`config.mk`:
```
export PLATFORM = sky130hd
export DESIGN_NAME = output_last
export DESIGN_NICKNAME = d
export VERILOG_FILES = /design/src/rtl/qmac_pkg.sv /design/src/rtl/output_int_round.sv /design/src/rtl/output_last.sv
export SDC_FILE = /design/constraint.sdc
export NUM_CORES = 1
export LEC_CHECK = 0
export CORE_ASPECT_RATIO = 1.75
export CORE_MARGIN = 3
export CORE_UTILIZATION = 46
export CTS_CLUSTER_SIZE = 24
export DETAILED_ROUTE_END_ITERATION = 16
export MAX_ROUTING_LAYER = met4
export PLACE_DENSITY_LB_ADDON = 0.25
export SKIP_LAST_GASP = 1
export SYNTH_ARGS = -nofsm -noshare
export SYNTH_HDL_FRONTEND = slang
export SYNTH_HIERARCHICAL = 1
export SYNTH_SLANG_ARGS = --single-unit
export TNS_END_PERCENT = 50
```
`constraint.sdc`:
```
create_clock -name clk -period 1.98 [get_ports clk]
set_clock_uncertainty 0.15 [all_clocks]
set_input_delay 0.297 -clock clk [delete_from_list [all_inputs] [get_ports clk]]
set_output_delay 0.297 -clock clk [all_outputs]
set_load 0.01 [all_outputs]
```
`src/rtl/qmac_pkg.sv`:
```
// Shared widths, format selects and types for the quantization MAC datapath.
package qmac_pkg;

   localparam int unsigned WIDTH_OUT     = 16;
   localparam int unsigned WIDTH_EXP     = 5;
   localparam int unsigned WIDTH_MANT    = 10;
   localparam int unsigned WIDTH_INT_MAG = 7;
   localparam int unsigned WIDTH_SAT_CNT = 8;

   localparam logic TYPE_FP16  = 1'b1;
   localparam logic TYPE_FIXED = 1'b0;

   localparam logic [WIDTH_INT_MAG-1:0] MAG_SAT = 7'h7F;

   // Stage-1 payload: raw fields plus the decode needed by the stage-2 packer.
   typedef struct packed {
      logic                  type_sel;
      logic                  sign;
      logic [WIDTH_EXP-1:0]  exp;
      logic [WIDTH_MANT-1:0] mantissa;
      logic [WIDTH_EXP-1:0]  shift;
      logic                  is_zero;
      logic                  is_ovf;
   } s1_t;

endpackage

```
`src/rtl/output_int_round.sv`:
```
// Fixed-point magnitude: denormalizing shift, round/sticky, RNE and rounding saturation.
// OUTPUT_LAST_ROUND_EN selects round-to-nearest-even; otherwise the magnitude is truncated.
module output_int_round
   import qmac_pkg::*;
(
   input  logic [WIDTH_MANT-1:0]    mantissa,
   input  logic [WIDTH_EXP-1:0]     shift,
   output logic [WIDTH_INT_MAG-1:0] mag,
   output logic                     sat
);

   localparam int unsigned EXT_W = WIDTH_MANT + WIDTH_INT_MAG + 1;

   logic [EXT_W-1:0]         ext;
   logic [WIDTH_INT_MAG-1:0] pre;
   logic                     far;

   // Leading one plus mantissa, padded so every bit shifted out stays visible for sticky.
   assign ext = {1'b1, mantissa, {WIDTH_INT_MAG{1'b0}}} >> shift[2:0];
   assign pre = ext[EXT_W-1 -: WIDTH_INT_MAG];
   // Shifts of 8 or more always produce zero, rounding included.
   assign far = |shift[WIDTH_EXP-1:3];

`ifdef OUTPUT_LAST_ROUND_EN
   logic                   round_bit;
   logic                   sticky;
   logic                   inc;
   logic [WIDTH_INT_MAG:0] sum;

   assign round_bit = ext[EXT_W-1-WIDTH_INT_MAG];
   assign sticky    = |ext[EXT_W-2-WIDTH_INT_MAG:0];
   assign inc       = round_bit & (sticky | pre[0]);
   assign sum       = {1'b0, pre} + {{WIDTH_INT_MAG{1'b0}}, inc};

   always_comb begin
      mag = sum[WIDTH_INT_MAG-1:0];
      sat = 1'b0;
      if (far) begin
         mag = '0;
      end else if (sum[WIDTH_INT_MAG]) begin
         mag = MAG_SAT;
         sat = 1'b1;
      end
   end
`else
   logic unused_low;

   assign unused_low = ^ext[EXT_W-1-WIDTH_INT_MAG:0];
   assign mag        = far ? '0 : pre;
   assign sat        = 1'b0;
`endif

endmodule

```
`src/rtl/output_last.sv`:
```
// Two-stage output packer: FP16 repack or sign-magnitude fixed point with saturation count.
// OUTPUT_LAST_ROUND_EN enables round-to-nearest-even in the fixed-point path.
module output_last
   import qmac_pkg::*;
(
   input  logic                     clk,
   input  logic                     rst,
   input  logic                     en,
   input  logic                     in_valid,
   output logic                     in_ready,
   input  logic                     in_sign,
   input  logic [WIDTH_EXP-1:0]     in_exp,
   input  logic [WIDTH_MANT-1:0]    in_mantissa,
   input  logic                     in_zero_flag,
   input  logic                     type_sel,
   input  logic [WIDTH_EXP-1:0]     n,
   output logic                     out_valid,
   input  logic                     out_ready,
   output logic [WIDTH_OUT-1:0]     outdata,
   output logic                     sat_flag,
   output logic [WIDTH_SAT_CNT-1:0] sat_cnt,
   input  logic                     sat_clr
);

   localparam int unsigned PAD_W = WIDTH_OUT - WIDTH_INT_MAG - 1;

   s1_t                      s1_q, s1_d;
   logic                     s1_valid_q, s2_valid_q;
   logic [WIDTH_OUT-1:0]     out_q, out_d;
   logic                     sat_q, sat_d;
   logic [WIDTH_SAT_CNT-1:0] cnt_q;
   logic                     s1_adv, s2_adv;
   logic [WIDTH_INT_MAG-1:0] rnd_mag;
   logic                     rnd_sat;

   assign s2_adv   = en & (~s2_valid_q | out_ready);
   assign s1_adv   = en & (~s1_valid_q | s2_adv);
   assign in_ready = rst & s1_adv;

   assign out_valid = s2_valid_q;
   assign outdata   = out_q;
   assign sat_flag  = sat_q;
   assign sat_cnt   = cnt_q;

   always_comb begin
      s1_d          = '0;
      s1_d.type_sel = type_sel;
      s1_d.sign     = in_sign;
      s1_d.exp      = in_exp;
      s1_d.mantissa = in_mantissa;
      s1_d.shift    = n - in_exp;
      s1_d.is_zero  = in_zero_flag | (in_exp == '0);
      s1_d.is_ovf   = in_exp > n;
   end

   output_int_round u_round (
      .mantissa (s1_q.mantissa),
      .shift    (s1_q.shift),
      .mag      (rnd_mag),
      .sat      (rnd_sat)
   );

   always_comb begin
      out_d = '0;
      sat_d = 1'b0;
      if (s1_q.type_sel == TYPE_FP16) begin
         out_d = {s1_q.sign, s1_q.exp, s1_q.mantissa};
      end else if (s1_q.is_zero) begin
         out_d = '0;
      end else if (s1_q.is_ovf) begin
         out_d = {s1_q.sign, {PAD_W{1'b0}}, MAG_SAT};
         sat_d = 1'b1;
      end else begin
         // A magnitude that ends up zero never carries a negative sign.
         out_d = {s1_q.sign & (|rnd_mag), {PAD_W{1'b0}}, rnd_mag};
         sat_d = rnd_sat;
      end
   end

   always_ff @(posedge clk or negedge rst) begin
      if (!rst) begin
         s1_q       <= '0;
         s1_valid_q <= 1'b0;
         s2_valid_q <= 1'b0;
         out_q      <= '0;
         sat_q      <= 1'b0;
         cnt_q      <= '0;
      end else begin
         if (s1_adv) begin
            s1_valid_q <= in_valid;
            if (in_valid) begin
               s1_q <= s1_d;
            end
         end
         if (s2_adv) begin
            s2_valid_q <= s1_valid_q;
            if (s1_valid_q) begin
               out_q <= out_d;
               sat_q <= sat_d;
            end
         end
         if (sat_clr) begin
            cnt_q <= '0;
         end else if (en & s2_valid_q & out_ready & sat_q & ~&cnt_q) begin
            cnt_q <= cnt_q + WIDTH_SAT_CNT'(1);
         end
      end
   end

endmodule
```
==> results by stage <==
Setup path:
- STA classifies the critical path startpoint as a flop.
- For the worst setup path, the data arrival time is 2.23 ns.
- The timing startpoint of the critical path is s1_q[3].
- STA classifies the critical path endpoint as a flop.
- The maximum fanout along the worst path is 7.
- For the worst flop-to-flop path, the logic depth is 9.
- The critical setup path kind is flop to flop.
- Following the worst setup path forward leads to its endpoint at outdata[15].
- The worst register-to-register path ends at outdata[15].
- The endpoint required time on the critical path is approximately 2.1 ns.
- The startpoint of the most critical register-to-register path is s1_q[3].
- The setup slack of the worst register-to-register path is -0.16 ns.

Routing:
- In the routed design, unresolved DRC markers number 0.
- In this run the remaining antenna-violating nets after routing total 0.
- The first detailed-routing pass ran for 4 iterations.
- Dividing the detail-routed wire length by the instance count gives around 14 µm.
- The final wirelength is 6.54 mm.
- The overall via count from detail_route is 2,390.
- The via-per-instance ratio is approximately 5.3.
- After the first detailed-routing iteration, the DRC count stood at between 100 and 150.

Finish:
- The synthesis-to-layout area growth is 38.9%.
- The number of diodes is 0.
- At the end of the flow, the number of nets in the layout was a little over 400.
- For this run, the share of the core covered by cells in the final layout is about 66%.
- In the final layout, the share of cells above drive strength 1 is between 10% and 20%.

Yosys:
- The dominant combinational cell family by area after synthesis is simple AND/OR/NAND/NOR gates.
- The count of yosys warnings during synthesis is 6.
- Synthesis produced a netlist with a net count of about 340.
- The portion of synthesized area spent on multiplexers is approximately 3.3%.
- The biggest area consumer among synthesized cells is dfrtp_1.
- By count the netlist is led by nand2_1, dfrtp_1, o21ai_0.
- The number of cells produced by synthesis is 302.
- The fraction of the mapped netlist area in compound gates is 13.5%.
- Synthesis instantiated 47 different standard cells from the library.
- In this run, synthesis inferred 0 flip-flops with an integrated enable.
- After synthesis, the largest area contributor takes up about half of total cell area.
- The cell with the most instances after synthesis is nand2_1.
- Of the total synthesized cell area, the portion taken by AND, OR, NAND and NOR gates is between 20 and 25%.
- Of the total synthesized cell area, the portion taken by full adders, half adders and majority gates is around 3.6%.
- In the synthesized netlist the async set-or-reset flop fraction comes to 100%.
- The flop and latch count out of synthesis is just over 50.
- The xor-xnor portion of the synthesized cell area is ~1.3%.
- The total standard cell area after synthesis is ~2700 µm².
- A synthesized cell averages 8.79 µm².
- The share of the Yosys chip area taken by registers is just under 50%.
- Among all flip-flop cells after synthesis, the most frequent one is dfrtp_1.
- Yosys attributes the largest share of cell area to dfrtp_1, nand2_1, o21ai_0.

STA:
- The count of pins over their slew limit is 0.
- The worst pin sits at a relative slew slack of about half.
- The timing-limited maximum frequency is around 0.47 GHz.
- Setup violations remaining at the end of the flow were counted as 5.
- The setup TNS after final layout is -0.375 ns.
- The hold violation total from the final report came to 0.
- Once routing completed, OpenROAD measured the worst setup slack at -0.159 ns.
- The pin slew with the least headroom to its limit is approximately 0.74 ns.
- In the finished design, the share of the clock period the worst path needs comes to 108%.
- Setup repair after global routing could not meet its margin everywhere.
- Counting I/O delays and the setup requirement, the final critical path takes 2.14 ns.

CTS:
- The CTS tree is built.
- For the worst-skew pair, the clock arrives at the later sink with an insertion delay of approximately 0.31 ns.
- The root buffer selected by CTS is clkbuf_8.
- The H-tree generated during clock tree synthesis spans 2 levels.
- In this run, CTS created clock tree buffers numbering 5.
- For this design, the sink count on the clock tree is a little over 50.
- The hold-fix buffer count after cts is 0.
- The post-CTS clock slew at the launch and capture registers of the worst setup and hold paths is about 0.09 ns.
- The maximum count of clock buffers along a single path is 2.

Global route:
- The number of antenna violations at the first check in global routing is 0.
- The number of global-route vias before repair is between 2k and 2.5k.
- Across every metal layer, demand over resource in global routing totals 19.6%.
- The first global-routing pass estimated between 10 and 15 mm of wire.
- Entering global routing, the biggest net connects 52 pins.
- The overflow left after global routing is 0.

Power:
- The cell-internal power is between 2 and 2.5 mW.
- In this run, flip-flops and latches consume roughly 43% of the power.
- Per report_power, the combinational group accounts for 35.9% of the total.
- The post-layout total power is 3.35 mW.
- Net switching is 32.7% of the power.
- The reported net switching power is roughly 1.1 mW.
- The share of total power dissipated in the clock network is a little over a fifth.
- The worst supply voltage drop on vdd is approximately 670 µV.
- Summed over all cells, the static leakage comes to approximately 1.6 nW.
- The power density relative to cell area is ~900 nW/µm².

Place:
- Once detailed placement completed, the half-perimeter wirelength came to 4.60 mm.
- Prior to clock tree synthesis, the placed netlist has a worst setup slack of -0.287 ns.
- The routability-driven placement congestion ratio is 0.808.
- The count of buffers from port buffering is between 50 and 60.

Job:
- The number of max-capacitance violations reported is 0.

Die:
- The core outline area is roughly 5600 µm².
- In this run the count of I/O pins placed on the die edge is 56.
- The initial utilization of the core area, before any placement, comes to 47.5%.
- The total number of placement rows is 36.
- The floorplan step defined a die boundary enclosing 6760 µm².
- The die outline width is between 60 and 70 µm.
- The height of the die is approximately 110 µm.

Hold path:
- The min-delay analysis places its worst path in the category primary input to asynchronous set/reset pin.

Run status:
- The flow ran to the end, but the final reports show violations.
- The final reports fail on setup timing.
[kinds of logic (layout without fill, tap and decap cells)]
group	after synthesis	count (layout)
multiplexers	7	7
adder cells (fa/ha/maj)	7	7
buffers and inverters	28	101
flip-flops	51	51
XOR/XNOR	4	4
AND/OR/NAND/NOR	145	145
other	1	1
AO/OA/AOI/OAI	59	59
[what timing repair did]
item	4_1_cts	5_1_grt
setup buffers	2	3
endpoints found under the hold margin	0	0
pin swaps	6	10
endpoints found under the setup margin	6	7
gates resized for setup	15	17
[cell type report]
| class | count | area [µm²] |
|---|---|---|
| timing repair buffer | 87 | 828 |
| tap | 76 | 95.1 |
| clock buffer | 5 | 68.8 |
| fill | 476 | 1900 |
| clock inverter | 2 | 37.5 |
| multi-input combinational | 223 | 1350 |
| inverter | 7 | 26.3 |
| sequential | 51 | 1280 |
[power groups by stage]
stage	logic [mW]	clock network [mW]	registers, mW
finish	1.20	0.717	1.43
global route	1.30	0.764	1.46
CTS	1.06	0.726	1.42
detailed placement	0.992	0	1.43
global placement	0.968	0	1.43
floorplan	0.510	0	1.41
[registers in the layout (all words and copies together), names as in the netlist]
name / count
out_valid: 1
sat_flag: 1
sat_cnt: 8
s1_valid_q: 1
outdata: 16
s1_q: 24
[layout by cell type, fill, tap and decap left out, types with 3 or more instances in the layout]
master	count
ha_1	6
mux2i_1	3
nand2_1	81
nor3_1	11
clkdlybuf4s50_1	53
nand3_1	4
o31ai_1	3
buf_4	26
dfrtp_1	50
a22o_1	3
mux2_2	3
xor2_1	3
and3_1	5
clkbuf_8	5
nor2_1	19
a21oi_1	12
o21ai_1	4
nand2b_1	3
inv_1	7
buf_6	3
nor2b_1	3
o21ai_0	22
[per-layer routing]
metal,wire (µm),global-route usage (%),part of all wire [%]
met5,0,-,0
met4,85,6.65,1.3
met3,190,2.43,2.9
met2,3740,37.4,57
met1,2520,20.1,38
[critical path, cell delays in order, from the launching register on]
cell     delay, ns
dfrtp_2       0.45
buf_6         0.13
buf_8         0.12
mux2i_1       0.11
mux4_2        0.48
nor2_2        0.12
nor2_1        0.06
a31oi_1       0.19
o21ai_1       0.11
o21ai_1       0.15
[worst min path at each step]
stage	startpoint	slack, ns	endpoint	depth (start not counted)
finish	rst	0.002	sat_cnt[6]	2
CTS	rst	0.03	sat_cnt[6]	2
detailed placement	s1_q[7]	0.32	s1_q[7]	2
floorplan	rst	-0.15	out_valid	0
global placement	s1_q[6]	0.30	s1_q[6]	2
global route	rst	0.05	sat_cnt[6]	2
[through the flow]
stage | std cells | instance area (µm²) | hold WS [ns]
floorplan | 302 | 2660 | -0.149
global placement | 440 | 3420 | 0.304
detailed placement | 440 | 3420 | 0.318
CTS | 449 | 3580 | 0.0333
global route | 451 | 3690 | 0.0540
finish | 451 | 3690 | 0.00194
(Power assumes the default switching activity.)
